File: config.mk
export PLATFORM = sky130hd
export DESIGN_NAME = serial_word_collector
export DESIGN_NICKNAME = d
export VERILOG_FILES = /design/src/rtl/serial_word_collector.sv
export SDC_FILE = /design/constraint.sdc
export NUM_CORES = 1
export LEC_CHECK = 0
export ABC_AREA = 1
export CAP_MARGIN = 20
export CORE_MARGIN = 3
export CORE_UTILIZATION = 35
export DETAILED_ROUTE_END_ITERATION = 6
export PLACE_DENSITY = 0.63
export SLEW_MARGIN = 15
export SYNTH_ARGS = -nofsm -noshare
export SYNTH_HDL_FRONTEND = slang
export SYNTH_SLANG_ARGS = --single-unit
export TNS_END_PERCENT = 50
File: constraint.sdc
create_clock -name Clock -period 2.5 [get_ports Clock]
set_input_delay 0.75 -clock Clock [delete_from_list [all_inputs] [get_ports Clock]]
set_output_delay 0.75 -clock Clock [all_outputs]
set_load 0.01 [all_outputs]
File: src/rtl/serial_word_collector.sv
// serial_word_collector: reassembles n-bit words from a serial bit stream into a 2-entry valid/ready buffer.
// Defining SERIAL_COLLECTOR_PARITY_EN adds a trailing parity bit per frame and a per-word parity flag.
`timescale 1ns/1ps
module serial_word_collector #(
    parameter int n           = 4,
    parameter bit MSB_FIRST   = 1'b1,
    parameter bit EVEN_PARITY = 1'b1
) (
    input  logic                   Clock,
    input  logic                   Reset,
    input  logic                   SerialIn,
    input  logic                   SerialValid,
    output logic                   SerialReady,
    input  logic                   Flush,
    output logic [n-1:0]           OutData,
    output logic                   OutValid,
    input  logic                   OutReady,
    output logic                   OutParityErr,
    output logic [$clog2(n+1)-1:0] BitCount,
    output logic                   DbgState
);
    localparam int CW = $clog2(n+1);

    // Handshake: a transfer happens on every rising edge where valid and ready are both high.
    // Ready is a function of registered state only, never of the partner's valid or ready.
    typedef enum logic {S_COLLECT = 1'b0, S_PARITY = 1'b1} state_t;

    state_t        state_q, state_d;
    logic [n-1:0]  partial_q, partial_d, shifted, push_word;
    logic [CW-1:0] cnt_q, cnt_d;
    logic          accept, last_bit, push, pop, push_perr, parity_err;
    logic [n-1:0]  buf_data [2];
    logic          buf_perr [2];
    logic          rd_ptr, wr_ptr;
    logic [1:0]    count_q;

    assign SerialReady = (count_q != 2'd2);
    assign OutValid    = (count_q != 2'd0);
    assign accept      = SerialValid && SerialReady;
    assign pop         = OutValid && OutReady;
    assign last_bit    = (cnt_q == CW'(n - 1));
    assign parity_err  = (^{partial_q, SerialIn}) ^ ~EVEN_PARITY;

    generate
        if (MSB_FIRST) begin : g_msb
            assign shifted = {partial_q[n-2:0], SerialIn};
        end else begin : g_lsb
            assign shifted = {SerialIn, partial_q[n-1:1]};
        end
    endgenerate

    always_ff @(posedge Clock or negedge Reset) begin
        if (!Reset) state_q <= S_COLLECT;
        else        state_q <= state_d;
    end

    always_comb begin
        state_d = state_q;
        if (Flush) begin
            state_d = S_COLLECT;
        end else if (accept) begin
`ifdef SERIAL_COLLECTOR_PARITY_EN
            if (state_q == S_COLLECT && last_bit) state_d = S_PARITY;
            else if (state_q == S_PARITY)         state_d = S_COLLECT;
`else
            state_d = S_COLLECT;
`endif
        end
    end

    // Flush outranks an accepted bit, including the completing one.
    always_comb begin
        partial_d = partial_q;
        cnt_d     = cnt_q;
        push      = 1'b0;
        push_word = shifted;
        push_perr = 1'b0;
        if (Flush) begin
            partial_d = '0;
            cnt_d     = '0;
        end else if (accept) begin
            case (state_q)
                S_COLLECT: begin
                    partial_d = shifted;
                    if (last_bit) begin
`ifdef SERIAL_COLLECTOR_PARITY_EN
                        cnt_d = CW'(n);
`else
                        push  = 1'b1;
                        cnt_d = '0;
`endif
                    end else begin
                        cnt_d = cnt_q + CW'(1);
                    end
                end
                S_PARITY: begin
                    push      = 1'b1;
                    push_word = partial_q;
                    push_perr = parity_err;
                    cnt_d     = '0;
                end
                default: ;
            endcase
        end
    end

    always_ff @(posedge Clock or negedge Reset) begin
        if (!Reset) begin
            partial_q <= '0;
            cnt_q     <= '0;
        end else begin
            partial_q <= partial_d;
            cnt_q     <= cnt_d;
        end
    end

    // Two-entry FIFO; a push never coincides with count==2 because SerialReady is low then.
    always_ff @(posedge Clock or negedge Reset) begin
        if (!Reset) begin
            for (int i = 0; i < 2; i++) begin
                buf_data[i] <= '0;
                buf_perr[i] <= 1'b0;
            end
            rd_ptr  <= 1'b0;
            wr_ptr  <= 1'b0;
            count_q <= 2'd0;
        end else begin
            if (push) begin
                buf_data[wr_ptr] <= push_word;
                buf_perr[wr_ptr] <= push_perr;
                wr_ptr           <= ~wr_ptr;
            end
            if (pop) rd_ptr <= ~rd_ptr;
            case ({push, pop})
                2'b10:   count_q <= count_q + 2'd1;
                2'b01:   count_q <= count_q - 2'd1;
                default: count_q <= count_q;
            endcase
        end
    end

    assign OutData      = buf_data[rd_ptr];
    assign OutParityErr = buf_perr[rd_ptr];
    assign BitCount     = cnt_q;
    assign DbgState     = state_q;
endmodule

==> impl_metrics.ini <==
[outcome]
status = completed

[power_and_ir_drop]
intPower_mw = 0.692
seq_power_share = 0.443
pwr-share-comb = 0.301
p_clk_frac = 0.255
switching_share = 0.335
p_switching_mw = 0.349
leakagePower_nw = 0.627
powerDensity_mw_per_mm2 = 867
irDropWorstVdd_mv = 0.589

[place]
dpl_cell_area_mm2 = 0.00115
routabilityCongestion = 0.775
dp.final_hpwl_mm = 1.46
pre_cts_slack_ns = 0.0999
port_buffers = 15

[floorplan]
die_y_um = 58.3
die-area_mm2 = 0.00340
rows = 18
core_area_mm2 = 0.00254
die_width_um = 58.3
start_util = 0.376
design.portCount = 17

[clock_tree]
cts_htree_levels = 1
cts_tree = yes
cts_buffers = 3
insertion_delay_ns = 0.31
path_clk_slew_ns = 0.12
cts_root_buf = clkbuf_4
cts_sinks = 20
cts_max_path_buffers = 2
cts.hold.buffers_added = 0
cts_setup_buffers = 0

[timing]
setup_viol = 0
rsz0062_at_grt = false
final.period_utilization = 0.924
finalHoldViolCount = 0
fin_ws_ns = 0.190
min_period_ns = 2.31
fin_skew_ns = 0.0146
slew_viol_final = 0
tns_ns = 0
max_freq_mhz = 433

[worst_setup_path]
cp.arrival_ns = 1.56
required_ns = 1.75
endpoint_kind = output port
critPathLaunchType = register
path_class = reg2out
reg2reg_depth = 8
crit_fanout = 7

[routing]
wl_met2_um = 903
drcViolationCount = 0
wl_per_cell_um = 11.4
first_pass_iters = 4
ant_nets = 0
route.met3.wl_um = 89
drt_iter0_drc = 24
top_layer_used = met3
wirelength_mm = 1.86
viasPerCell = 4.69
num_vias = 765
met1Wirelength_um = 869

[logic_synthesis]
synth_seq_area_share = 0.523
synthCells = 114
synthTopCellsByArea = dfrtp_1 52%, nand2_1 18%, nand3_1 7.3%
synth_cell_types = 21
syn_area_um2 = 957
synth.largest_area_cell = dfrtp_1
ys_ff_latch = 20
ys_warn_count = 0
synth_top_cell_area_share = 0.523
syn_avg_cell_area_um2 = 8.40
synth_nets = 122

[cells_and_area]
antenna_cells = 0
syn_to_final_growth_pct = 25.4
drive_gt1_frac = 0.120
num-fill-cells = 268
final_area_mm2 = 0.00120
final_nets = 142
post-route-util = 0.471

[job]
cap_violations = 0

[global_routing]
grt_pass1_wl_mm = 3.33
grt_pass1_vias = 785
antenna_found_initial = 0
overflow = 0
grt_start_max_net_pins = 21
grt_util_all_layers = 0.127

[worst_hold_path]
hold_depth = 2
hp-class = reg2reg
==> cells by family (layout without fill, tap and decap cells) <==
kind of cell | Yosys count | after routing | share of synthesized area
simple gates | 70 | 70 | 0.316
compound gates | 5 | 5 | 0.0431
other cells | 1 | 1 | 0.00392
xor+xnor | 3 | 3 | 0.0275
buf+inv | 13 | 32 | 0.0601
fa+ha+maj | 2 | 2 | 0.0261
flops | 20 | 20 | 0.523
==> synth_stat cells <==
| cell type | number |
|---|---|
| a21boi_1 | 1 |
| conb_1 | 1 |
| inv_1 | 8 |
| nand3_1 | 14 |
| xnor2_1 | 1 |
| a21oi_1 | 2 |
| or2_2 | 1 |
| nand2_2 | 1 |
| nor2_1 | 3 |
| nand2_1 | 47 |
| nand3_2 | 2 |
| buf_2 | 1 |
| nand4_1 | 1 |
| buf_4 | 2 |
| dfrtp_1 | 20 |
| nor2_2 | 1 |
| ha_1 | 2 |
| a21boi_4 | 1 |
| xor2_1 | 2 |
| o21ai_0 | 1 |
| inv_2 | 2 |
==> worst max-delay path: stages, from the launching register on <==
cell	delay (ns)
dfrtp_1	0.48
inv_2	0.13
nand2_1	0.06
nand2_1	0.05
clkdlybuf4s50_1	0.53
==> per-layer routing <==
| metal | global-route usage | vias up |
|---|---|---|
| met1 | 0.169 | 356 |
| met3 | 0.0395 | 0 |
| li1 | - | 393 |
| met2 | 0.212 | 16 |
| met5 | 0 | - |
| met4 | 0.00993 | 0 |
==> placed cells by master, fill, tap and decap left out <==
cell type        netlist  layout
a21boi_1               1       1
o21ai_0                1       1
clkdlybuf4s50_1        0      15
nand3_2                2       2
bufinv_16              0       1
ha_1                   2       2
nand2_2                1       1
clkbuf_4               0       3
inv_1                  8       7
nand4_1                1       1
nand2_1               47      47
xnor2_1                1       1
nor2_1                 3       3
a21boi_4               1       1
dfrtp_1               20      20
inv_2                  2       3
buf_4                  2       3
xor2_1                 2       2
conb_1                 1       1
nor2_2                 1       1
a21oi_1                2       2
or2_2                  1       1
nand3_1               14      14
==> path summary, 6_finish.rpt <==
path	from	endpoint	slack (ns)
min in group asynchronous	Reset	rd_ptr	0.76
setup / recovery	rd_ptr	OutData[2]	0.19
hold / removal	buf_data[6]	buf_data[6]	0.49
hold reg to reg	buf_data[6]	buf_data[6]	0.49
setup reg to reg	BitCount[0]	count_q[1]	0.82
max in group asynchronous	Reset	partial_q[1]	1.51
==> through the flow <==
step           hold WS, ns  instances  power, mW
6_report             0.487        163       1.04
5_1_grt              0.527        163       1.11
2_1_floorplan        0.442        114      0.651
3_5_place_dp         0.459        159      0.784
4_1_cts              0.491        163       1.05
3_3_place_gp         0.456        159      0.773
==> power groups by stage <==
stage	Clock [mW]	Sequential [mW]	Combinational, mW
after floorplan	0	0.440	0.211
after global placement	0	0.464	0.309
after detailed placement	0	0.465	0.319
after CTS	0.274	0.460	0.320
after global routing	0.287	0.472	0.356
final	0.266	0.461	0.314
==> layout make-up <==
type,instances,area (um^2),share of cell area
clock buffer,3,22.5,0.0188
clock inverter,1,30.0,0.0250
inverter,10,37.5,0.0313
multi-input combinational,81,399,0.333
sequential,20,500,0.417
tap,30,37.5,0.0313
timing repair buffer,18,173,0.144
==> sequential cells by signal, indices dropped and copies added, names as in the netlist <==
name,flops
BitCount,3
buf_data,8
buf_perr,2
count_q,2
partial_q,3
rd_ptr,1
wr_ptr,1
==> what timing repair did <==
action / 4_1_cts / 5_1_grt
endpoints found under the setup margin: 0 / 2
hold endpoints to repair: 0 / 0
resized for setup: 0 / 1
Note: power is estimated with default switching activity, not from simulation.
